==> src/rtl/dice_result_tracker.sv <==
// Watches the dice button/throw pair, captures the settled face after each release,
// validates it and maintains saturating roll statistics plus a registered 7-segment view.
module dice_result_tracker #(
  parameter int unsigned CNT_W = 8
) (
  input  logic             clk,
  input  logic             reset,
  input  logic             button,
  input  logic [2:0]       throw,
  input  logic [2:0]       face_sel,
  output logic [2:0]       result,
  output logic             result_valid,
  output logic             double,
  output logic             error,
  output logic [6:0]       seg,
  output logic [CNT_W-1:0] roll_count,
  output logic [CNT_W-1:0] face_count
);

  typedef enum logic [1:0] {StIdle, StRolling, StSettle} state_e;

  state_e           state_q, state_d;
  logic             button_q;
  logic             have_prev;
  logic             capture;
  logic             legal;
  logic [6:0]       seg_d;
  logic [CNT_W-1:0] face_cnt [6];

  // ROLLING is only entered or held with button sampled high, so button_q is always 1 there
  // and the falling-edge term is exactly the release condition.
  always_comb begin
    state_d = state_q;
    unique case (state_q)
      StIdle:    if (button) state_d = StRolling;
      StRolling: if (button_q && !button) state_d = StSettle;
      StSettle:  state_d = button ? StRolling : StIdle;
      default:   state_d = StIdle;
    endcase
  end

  assign capture = (state_q == StSettle);
  assign legal   = (throw != 3'd0) && (throw != 3'd7);

  always_comb begin
    seg_d = 7'h00;
    unique case (throw)
      3'd1:    seg_d = 7'h06;
      3'd2:    seg_d = 7'h5B;
      3'd3:    seg_d = 7'h4F;
      3'd4:    seg_d = 7'h66;
      3'd5:    seg_d = 7'h6D;
      3'd6:    seg_d = 7'h7D;
      default: seg_d = 7'h00;
    endcase
  end

  always_comb begin
    face_count = '0;
    for (int i = 0; i < 6; i++) begin
      if (face_sel == 3'(i + 1)) face_count = face_cnt[i];
    end
  end

  always_ff @(posedge clk) begin
    if (reset) begin
      state_q      <= StIdle;
      button_q     <= 1'b0;
      result       <= 3'd0;
      result_valid <= 1'b0;
      double       <= 1'b0;
      error        <= 1'b0;
      have_prev    <= 1'b0;
      seg          <= 7'h00;
      roll_count   <= '0;
      for (int i = 0; i < 6; i++) face_cnt[i] <= '0;
    end else begin
      state_q      <= state_d;
      button_q     <= button;
      result_valid <= capture && legal;
      double       <= capture && legal && have_prev && (throw == result);
      if (capture && legal) begin
        result    <= throw;
        seg       <= seg_d;
        have_prev <= 1'b1;
        if (roll_count != '1) roll_count <= roll_count + CNT_W'(1);
        for (int i = 0; i < 6; i++) begin
          if (throw == 3'(i + 1) && face_cnt[i] != '1) face_cnt[i] <= face_cnt[i] + CNT_W'(1);
        end
      end
      if (capture && !legal) error <= 1'b1;
    end
  end

endmodule
==> config.mk <==
export PLATFORM = sky130hd
export DESIGN_NAME = dice_result_tracker
export DESIGN_NICKNAME = d
export VERILOG_FILES = /design/src/rtl/dice_result_tracker.sv
export SDC_FILE = /design/constraint.sdc
export NUM_CORES = 1
export LEC_CHECK = 0
export ABC_CLOCK_PERIOD_IN_PS = 2200
export BUFFER_PORTS_ARGS = -buffer_cell sky130_fd_sc_hd__buf_2
export CORE_MARGIN = 8
export CORE_UTILIZATION = 40
export DETAILED_ROUTE_END_ITERATION = 10
export PLACE_DENSITY_LB_ADDON = 0.3
export SETUP_SLACK_MARGIN = 0.5
export SLEW_MARGIN = 25
export SYNTH_ARGS = -nofsm -noshare
export SYNTH_HDL_FRONTEND = slang
export SYNTH_SLANG_ARGS = --single-unit
==> constraint.sdc <==
create_clock -name clk -period 2.2 [get_ports clk]
set_input_delay 0 -clock clk [delete_from_list [all_inputs] [get_ports clk]]
set_output_delay 0 -clock clk [all_outputs]
set_load 0.01 [all_outputs]
==> flow_metrics.env, run 1 <==
export IMPL_grt_antenna_before_repair=0
export IMPL_cp_max_fo=2
export IMPL_avgSynthCellArea_um2=9.26
export IMPL_htreeDepth=3
export IMPL_yosysSeqAreaShare_pct=46.3
export IMPL_synth_nets=464
export IMPL_start_kind="flip-flop"
export IMPL_powerDensity_nw_per_um2=580
export IMPL_route_detailed_drc=0
export IMPL_slowest_delay_ps=430
export IMPL_synth_edf_count=48
export IMPL_grt_ovfl_total=0
export IMPL_drt_iter0_markers=203
export IMPL_clk_path_buf_depth=2
export IMPL_syn_area_um2=4150
export IMPL_die_h_um=118
export IMPL_p_clk_share_pct=36.7
export IMPL_seq_area_um2=1920
export IMPL_hold_viol_final=0
export IMPL_yosys_area_share_simple_pct=22.4
export IMPL_synth_compound_area_share_pct=13.5
export IMPL_internal_power_w=0.00213
export IMPL_synth_top_family_by_area="simple AND/OR/NAND/NOR gates"
export IMPL_drv_slew=0
export IMPL_fin_nets=505
export IMPL_totalWireLength_um=10100
export IMPL_comb_power_share_pct=9.7
export IMPL_design_die_area_um2=13900
export IMPL_path_clk_slew_ps=80
export IMPL_slew_limit_headroom_pct=58.9
export IMPL_total_power_w=0.00284
export IMPL_cts_tree="built"
export IMPL_dieWidth_um=118
export IMPL_worstSkewPairLatency_ps=350
export IMPL_period_share_pct=76.4
export IMPL_p_leak_nw=1.80
export IMPL_cp_required_ps=2200
export IMPL_dr_total_vias=3365
export IMPL_crit_family="compound AO/OA/AOI/OAI gates"
export IMPL_finalSetupViolations=0
export IMPL_synth_distinct_cells=52
export IMPL_status="completed"
export IMPL_min_path_type="input port to flip-flop"
export IMPL_dp_final_hpwl_um=7170
export IMPL_fin_skew_ps=4.72
export IMPL_worst_slew_pin_slew_ps=616
export IMPL_fin_crit_ps=1680
export IMPL_multi_input_area_um2=2210
export IMPL_yosys_area_top_type="edfxtp_1"
export IMPL_slowest_stage="edfxtp_1"
export IMPL_p_sw_share_pct=25.2
export IMPL_synth_fa_ha_area_share_pct=2.11
export IMPL_maxCapViolCount=0
export IMPL_wl_per_cell_um=16.0
export IMPL_rows=37
export IMPL_synth_seq_cells=72
export IMPL_seq_power_share_pct=53.6
export IMPL_setup_tns_ps=0
export IMPL_switchingPower_w=0.000718
export IMPL_path_cells="nand3b_1 > o21ai_1 > a221o_1 > a32o_1 > buf_2"
export IMPL_endpoint_kind="primary output"
export IMPL_viasPerCell=5.34
export IMPL_area_delta_synth_final_pct=18.1
export IMPL_fp_coreArea_um2=10200
export IMPL_grt_pass1_vias=3343
export IMPL_cp_num_buf_inv=1
export IMPL_hold_ws_ps=79.0
export IMPL_criticalPathCategory="flip-flop to primary output"
export IMPL_gr_usage_all_layers_pct=14.6
export IMPL_synthTopCellsByArea="edfxtp_1 35%, dfxtp_1 12%, nor2_1 7.3%"
export IMPL_antenna_cells=0
export IMPL_synth_main_ff_cell="edfxtp_1"
export IMPL_yosys_warnings=0
export IMPL_fillCellCount=1006
export IMPL_io_buffers=37
export IMPL_initial_core_util_pct=40.7
export IMPL_clkSinkCount=72
export IMPL_drive_above_1_share_pct=20.0
export IMPL_rsz0062_at_grt="true"
export IMPL_cts_buffers=9
export IMPL_max_freq_mhz=595
export IMPL_synthArstFlopShare_pct=0
export IMPL_synth_xor_area_share_pct=8.23
export IMPL_ant_nets=0
export IMPL_ios=38
export IMPL_peakVddDrop_mv=0.384
export IMPL_grt_start_max_net_pins=32
export IMPL_grt_pass1_wl_um=16700
export IMPL_crit_arrival_ps=1680
export IMPL_cts_root_buffer="clkbuf_8"
export IMPL_synth_top_area_share_pct=34.7
export IMPL_firstDrtPassIters=4
export IMPL_synth_mux_area_share_pct=2.95
export IMPL_finalWeightedCongestion=0.791
export IMPL_netlist_instances=448
[synth_stat cells (2+ instances only)]
master	count
a211o_1	6
a211oi_1	4
a21o_1	3
a21oi_1	26
a22oi_1	8
a2bb2oi_1	2
a31oi_1	2
and2_1	4
and3_1	5
buf_2	3
buf_4	3
buf_6	2
clkbuf_1	19
dfxtp_1	24
edfxtp_1	48
ha_1	7
inv_1	14
mux2_1	2
mux2i_1	10
nand2_1	27
nand2b_1	8
nand3_1	18
nand3b_1	2
nand4_1	7
nor2_1	81
nor2b_1	13
nor3_1	5
nor4_1	2
o21ai_0	19
o311ai_0	2
o31ai_1	7
or2_1	3
or2_2	2
or3_1	2
or4_1	4
xnor2_1	20
xor2_1	19
[layout make-up]
type                    instances  area share, %
well taps                     136           3.47
flip-flops and latches         72           39.2
clock inverters                 4          0.459
repair buffers                 56           6.99
clock buffers                  12           3.60
multi-input cells             335           45.1
inverters                      15           1.15
[metrics by stage]
step           cells  setup WS [ps]  utilization (%)  area (um2)
2_1_floorplan    448            430                -        4180
3_3_place_gp     600            362             43.6        4440
6_report         630            519             48.1        4900
5_1_grt          630            468             48.1        4900
4_1_cts          620            447             46.9        4770
3_5_place_dp     600            246             43.6        4440
[worst paths after layout]
check | cells past startpoint | slack [ps] | end | startpoint
max | 5 | 520 | face_count[6] | face_cnt[2][6]$_SDFFCE_PN0P_
min | 2 | 80 | seg[3]$_SDFFE_PP0P_ | throw[2]
max reg2reg | 5 | 570 | face_cnt[0][0]$_SDFFCE_PN0P_ | face_cnt[0][0]$_SDFFCE_PN0P_
min reg2reg | 2 | 440 | state_q[1]$_SDFFE_PP0P_ | button_q$_SDFF_PP0_
[per-layer routing]
| layer | share of wire, % | wire (um) | track usage [%] |
|---|---|---|---|
| met5 | 0 | 0 | 0 |
| met4 | 1.2 | 122 | 3.68 |
| met3 | 5.9 | 590 | 4.12 |
| met2 | 48 | 4790 | 24.2 |
| met1 | 45 | 4550 | 18.3 |
[sequential cells by signal (all words and copies together) (netlist names)]
name          cells
roll_count        8
button_q          1
have_prev         1
double            1
seg               6
result            3
error             1
result_valid      1
state_q           2
face_cnt         48
[power by group through the flow]
stage / Combinational [W] / Sequential (W) / Clock, W
after floorplan: 0.000183 / 0.00154 / 0
after global placement: 0.000241 / 0.00155 / 0
after detailed placement: 0.000245 / 0.00155 / 0
after CTS: 0.000264 / 0.00152 / 0.00107
after global routing: 0.000307 / 0.00153 / 0.00113
final: 0.000277 / 0.00152 / 0.00104
[repair_timing]
item | in CTS | in global routing
endpoints found under the hold margin | 3 | 0
buffers inserted | 3 | 9
hold buffers | 1 | 0
resized for setup | 16 | 13
endpoints found under the setup margin | 64 | 93
pin swaps | 4 | 7
gates cloned | 0 | 1
[worst reg2reg max path, cell delays in order (launching register included)]
cell	delay (ps)
edfxtp_1	440
ha_1	270
nand3_2	130
nor3_4	70
o31ai_4	280
buf_12	160
[logic make-up after synthesis]
group | count (synthesis)
fa+ha+maj | 7
mux | 12
buf+inv | 42
xor+xnor | 39
simple gates | 189
compound gates | 87
flops | 72
[cell usage in the layout (no fill, tap or decap), drive strengths merged, types with 4 or more instances in the layout]
cell	count
and2	4
a21oi	27
nand3	20
o31ai	7
nor3	5
nand2	27
nand4	8
and3	5
or2	5
or4	4
a211oi	4
a22oi	8
ha	7
inv	16
nor2b	13
mux2i	10
nor2	81
o21ai	19
buf	55
edfxtp	48
a211o	6
clkbuf	12
nand2b	8
dfxtp	24
xnor2	20
xor2	19
(Power assumes the default switching activity.)
==> inputs of run 2 (changes only) <==
ABC_CLOCK_PERIOD_IN_PS = 1400   (was 2200)
clock period = 1.4 ns   (was 2.2 ns; I/O delays follow)
==> flow_metrics.env, run 2 (synthesis results as in run 1) <==
export IMPL_multi_input_area_um2=2830
export IMPL_maxCapViolCount=0
export IMPL_fp_coreArea_um2=10200
export IMPL_p_leak_nw=2.55
export IMPL_io_buffers=37
export IMPL_cp_required_ps=1400
export IMPL_grt_ovfl_total=0
export IMPL_powerDensity_nw_per_um2=725
export IMPL_crit_path_start="face_cnt[0][6]$_SDFFCE_PN0P_"
export IMPL_ios=38
export IMPL_cts_buffers=9
export IMPL_cp_max_fo=3
export IMPL_period_share_pct=118
export IMPL_r2r_end="face_cnt[2][0]$_SDFFCE_PN0P_"
export IMPL_worst_slew_pin_slew_ps=346
export IMPL_criticalPathCategory="flip-flop to primary output"
export IMPL_worstSkewPairLatency_ps=360
export IMPL_route_detailed_drc=0
export IMPL_endpoint_kind="primary output"
export IMPL_hold_viol_final=0
export IMPL_wl_met3_um=477
export IMPL_ant_nets=0
export IMPL_totalWireLength_um=12200
export IMPL_top_regs="face_cnt: 48 flops, roll_count: 8 flops, seg: 6 flops"
export IMPL_failed_checks="setup timing"
export IMPL_fin_ws_ps=-250
export IMPL_placed_cell_area_um2=5300
export IMPL_dieWidth_um=118
export IMPL_crit_end="face_count[6]"
export IMPL_wl_met2_um=5950
export IMPL_cts_tree="built"
export IMPL_grt_antenna_before_repair=0
export IMPL_clkSinkCount=72
export IMPL_finalWeightedCongestion=0.814
export IMPL_fin_crit_ps=1650
export IMPL_initial_core_util_pct=40.7
export IMPL_grt_pass1_vias=3831
export IMPL_finalSetupViolations=116
export IMPL_viasPerCell=5.22
export IMPL_drt_iter0_markers=143
export IMPL_regMostFlops="face_cnt"
export IMPL_wl_per_cell_um=16.3
export IMPL_drive_above_1_share_pct=55.3
export IMPL_final_area_um2=6720
export IMPL_fin_skew_ps=13.8
export IMPL_design_die_area_um2=13900
export IMPL_fin_nets=624
export IMPL_largest_reg_flops=48
export IMPL_fillCellCount=743
export IMPL_firstDrtPassIters=4
export IMPL_hold_depth=3
export IMPL_die_h_um=118
export IMPL_clk_path_buf_depth=2
export IMPL_r2r_slack_ps=-180
export IMPL_layout_commonest_cell="buf_4"
export IMPL_layout_common_cells="91 x buf_4, 55 x buf_6, 48 x edfxtp_1, 47 x nor2_1, 31 x nor2_2"
export IMPL_r2r_cells=6
export IMPL_crit_arrival_ps=1650
export IMPL_htreeDepth=3
export IMPL_dp_cells=679
export IMPL_max_freq_mhz=606
export IMPL_met1_length_um=5400
export IMPL_drv_slew=0
export IMPL_grt_pass1_wl_um=18600
export IMPL_rows=37
export IMPL_r2r_start="face_cnt[2][0]$_SDFFCE_PN0P_"
export IMPL_dr_total_vias=3908
export IMPL_slew_limit_headroom_pct=76.8
export IMPL_status="complete, but fails checks"
export IMPL_seq_area_um2=1960
export IMPL_antenna_cells=0
export IMPL_path_clk_slew_ps=90
export IMPL_top_layer="met4"
export IMPL_fin_cells=749
export IMPL_peakVddDrop_mv=0.503
export IMPL_rsz0062_at_grt="true"
export IMPL_dp_final_hpwl_um=7770
export IMPL_min_path_type="input port to flip-flop"
export IMPL_area_delta_synth_final_pct=61.9
export IMPL_cts_root_buffer="clkbuf_8"
export IMPL_grt_start_max_net_pins=25
export IMPL_gr_usage_all_layers_pct=16.3
export IMPL_start_kind="flip-flop"
-- run 2: cell count changes in the layout (fill, tap and decap cells not counted), moves of 7 or more --
cell     previous run  this run
buf_6               0        55
dfxtp_2             0         9
dfxtp_1            24         7
a21oi_2             1         8
nor2_1             80        47
dfxtp_4             0         8
nor2_2              1        31
o21ai_0            13         6
buf_2              37        27
buf_4              17        91
a21oi_1            26        16
-- run 2: through the flow --
stage | utilization, % | hold WS [ps] | total power, W | worst slack (ps) | setup TNS [ps]
after floorplan | - | 128 | 0.00274 | -133 | -8450
after global placement | 52.0 | 252 | 0.00296 | -127 | -8140
after detailed placement | 52.0 | 271 | 0.00297 | -171 | -10680
after CTS | 60.3 | 29.1 | 0.00481 | -263 | -7750
after global routing | 66.0 | 119 | 0.00504 | -334 | -20530
final | 66.0 | 83.1 | 0.00487 | -250 | -13180
-- run 2: worst max-delay path, cell delays in order, from the launching register on --
cell      delay (ps)
edfxtp_1         430
inv_1             80
o21ai_1           70
a221o_1          340
a32o_2           250
buf_6            120
-- run 2: cell type report --
class,instances,area share (%)
Inverter,15,0.838
Timing Repair Buffer,176,22.1
Tap cell,136,2.53
Multi-Input combinational cell,334,42.1
Clock inverter,5,0.615
Sequential cell,72,29.2
Clock buffer,11,2.59
-- run 2: report_power, final --
part / switching [W] / internal, W
registers: 0.0000442 / 0.00230
logic: 0.000395 / 0.000359
clock network: 0.000892 / 0.000880
total: 0.00133 / 0.00354
-- run 2: worst min-delay path by stage --
stage / start / to / slack [ps]
final: throw[2] / result[2]$_SDFFE_PP0P_ / 80
after detailed placement: button / button_q$_SDFF_PP0_ / 270
after global placement: button / button_q$_SDFF_PP0_ / 250
after CTS: throw[1] / seg[4]$_SDFFE_PP0P_ / 30
after floorplan: button / button_q$_SDFF_PP0_ / 130
after global routing: throw[1] / seg[4]$_SDFFE_PP0P_ / 120
-- run 2: routing by layer --
metal	up-vias	track usage, %
met5	-	0
li1	1906	-
met3	25	3.41
met4	0	7.53
met2	96	26.2
met1	1881	20.6
-- run 2: timing repair --
item	4_1_cts	5_1_grt
gates cloned	0	0
hold endpoints to repair	3	0
endpoints found under the setup margin	136	138
gates resized for setup	103	97
pin swaps	41	38
buffers inserted	26	27
hold buffers	1	0
==> inputs of run 3 (changes only) <==
CORE_ASPECT_RATIO = 0.8   (was not set)
==> flow_metrics.env, run 3 (synthesis results as in run 1) <==
export IMPL_status="complete, but fails checks"
export IMPL_failed_checks="setup timing"
export IMPL_rsz0062_at_grt="true"
export IMPL_cp_max_fo=2
export IMPL_htreeDepth=3
export IMPL_max_freq_mhz=616
export IMPL_largest_reg_flops=48
export IMPL_grt_pass1_vias=3938
export IMPL_criticalPathCategory="flip-flop to primary output"
export IMPL_layout_commonest_cell="buf_4"
export IMPL_gr_usage_all_layers_pct=17.3
export IMPL_die_h_um=107
export IMPL_ant_nets=0
export IMPL_layout_common_cells="77 x buf_4, 52 x buf_6, 48 x edfxtp_1, 40 x nor2_1, 37 x nor2_2"
export IMPL_design_die_area_um2=13900
export IMPL_rows=33
export IMPL_cts_buffers=9
export IMPL_clk_path_buf_depth=2
export IMPL_fin_ws_ps=-223
export IMPL_drt_iter0_markers=229
export IMPL_cp_required_ps=1400
export IMPL_grt_pass1_wl_um=19200
export IMPL_dr_total_vias=3884
export IMPL_initial_core_util_pct=40.9
export IMPL_route_detailed_drc=0
export IMPL_viasPerCell=5.23
export IMPL_p_leak_nw=2.53
export IMPL_dp_final_hpwl_um=8120
export IMPL_drv_slew=0
export IMPL_finalSetupViolations=116
export IMPL_hold_viol_final=0
export IMPL_fp_coreArea_um2=10200
export IMPL_min_path_type="input port to flip-flop"
export IMPL_grt_ovfl_total=0
export IMPL_powerDensity_nw_per_um2=793
export IMPL_fin_skew_ps=9.05
export IMPL_dp_cells=685
export IMPL_path_clk_slew_ps=60
export IMPL_fin_crit_ps=1620
export IMPL_ios=38
export IMPL_period_share_pct=116
export IMPL_antenna_cells=0
export IMPL_fin_nets=614
export IMPL_drive_above_1_share_pct=52.6
export IMPL_crit_arrival_ps=1620
export IMPL_totalWireLength_um=12300
export IMPL_wl_per_cell_um=16.6
export IMPL_cts_tree="built"
export IMPL_maxCapViolCount=0
export IMPL_worst_slew_pin_slew_ps=377
export IMPL_endpoint_kind="primary output"
export IMPL_top_regs="face_cnt: 48 flops, roll_count: 8 flops, seg: 6 flops"
export IMPL_slew_limit_headroom_pct=74.5
export IMPL_finalWeightedCongestion=0.897
export IMPL_io_buffers=37
export IMPL_area_delta_synth_final_pct=59.4
export IMPL_grt_start_max_net_pins=25
export IMPL_firstDrtPassIters=4
export IMPL_start_kind="flip-flop"
export IMPL_worstSkewPairLatency_ps=340
export IMPL_fin_cells=743
export IMPL_hold_ws_ps=174
export IMPL_peakVddDrop_mv=0.454
export IMPL_clkSinkCount=72
export IMPL_dieWidth_um=130
export IMPL_fillCellCount=791
export IMPL_total_power_w=0.00525
export IMPL_cts_root_buffer="clkbuf_16"
export IMPL_grt_antenna_before_repair=0
export IMPL_regMostFlops="face_cnt"
run 3: where the power goes:
part	total, W	internal (W)	switching, W
logic	0.000752	0.000357	0.000395
clock network	0.00214	0.00125	0.000891
registers	0.00236	0.00231	0.0000456
run 3: final timing paths:
path / to / cells after the start / startpoint / slack, ps
worst max-delay path: face_count[6] / 4 / face_cnt[1][6]$_SDFFCE_PN0P_ / -220
worst min-delay path: result[1]$_SDFFE_PP0P_ / 3 / reset / 170
worst min register to register: state_q[1]$_SDFFE_PP0P_ / 2 / button_q$_SDFF_PP0_ / 460
worst max register to register: roll_count[7]$_SDFFE_PP0P_ / 5 / state_q[0]$_SDFFE_PP0P_ / -200
run 3: per-stage QoR:
| step | area, um2 | TNS [ps] | setup WS, ps | utilization [%] |
|---|---|---|---|---|
| 6_report | 6620 | -11660 | -223 | 65.1 |
| 5_1_grt | 6620 | -17570 | -284 | 65.1 |
| 4_1_cts | 6130 | -7840 | -212 | 60.4 |
| 3_5_place_dp | 5320 | -12710 | -193 | 52.3 |
| 3_3_place_gp | 5320 | -8860 | -167 | 52.3 |
| 2_1_floorplan | 4490 | -8450 | -133 | - |
run 3: cell type report:
| class | count | area (um2) | area share (%) |
|---|---|---|---|
| Timing Repair Buffer | 166 | 1410 | 21.3 |
| Inverter | 15 | 56.3 | 0.851 |
| Multi-Input combinational cell | 334 | 2760 | 41.7 |
| Clock inverter | 5 | 31.3 | 0.473 |
| Clock buffer | 11 | 243 | 3.67 |
| Sequential cell | 72 | 1950 | 29.4 |
| Tap cell | 140 | 175 | 2.65 |
run 3: critical path, stage by stage, from the launching register on:
cell and delay (ps):
edfxtp_1 450, nor2b_4 160, a221o_1 310, a32o_2 250, buf_6 130
run 3: repair_timing:
item                                    in CTS  in global routing
hold buffers                                 1                  0
resized for setup                           88                 95
gates cloned                                 0                  0
hold endpoints to repair                     3                  0
endpoints found under the setup margin     132                130
pin swaps                                   37                 43
setup buffers                               20                 21
run 3: metal layers:
layer | vias up | track usage [%] | routed length, um
li1 | 1882 | - | -
met1 | 1914 | 22.7 | 5520
met2 | 74 | 28.2 | 6070
met3 | 14 | 3.42 | 533
met4 | 0 | 5.38 | 185
met5 | - | 0 | 0
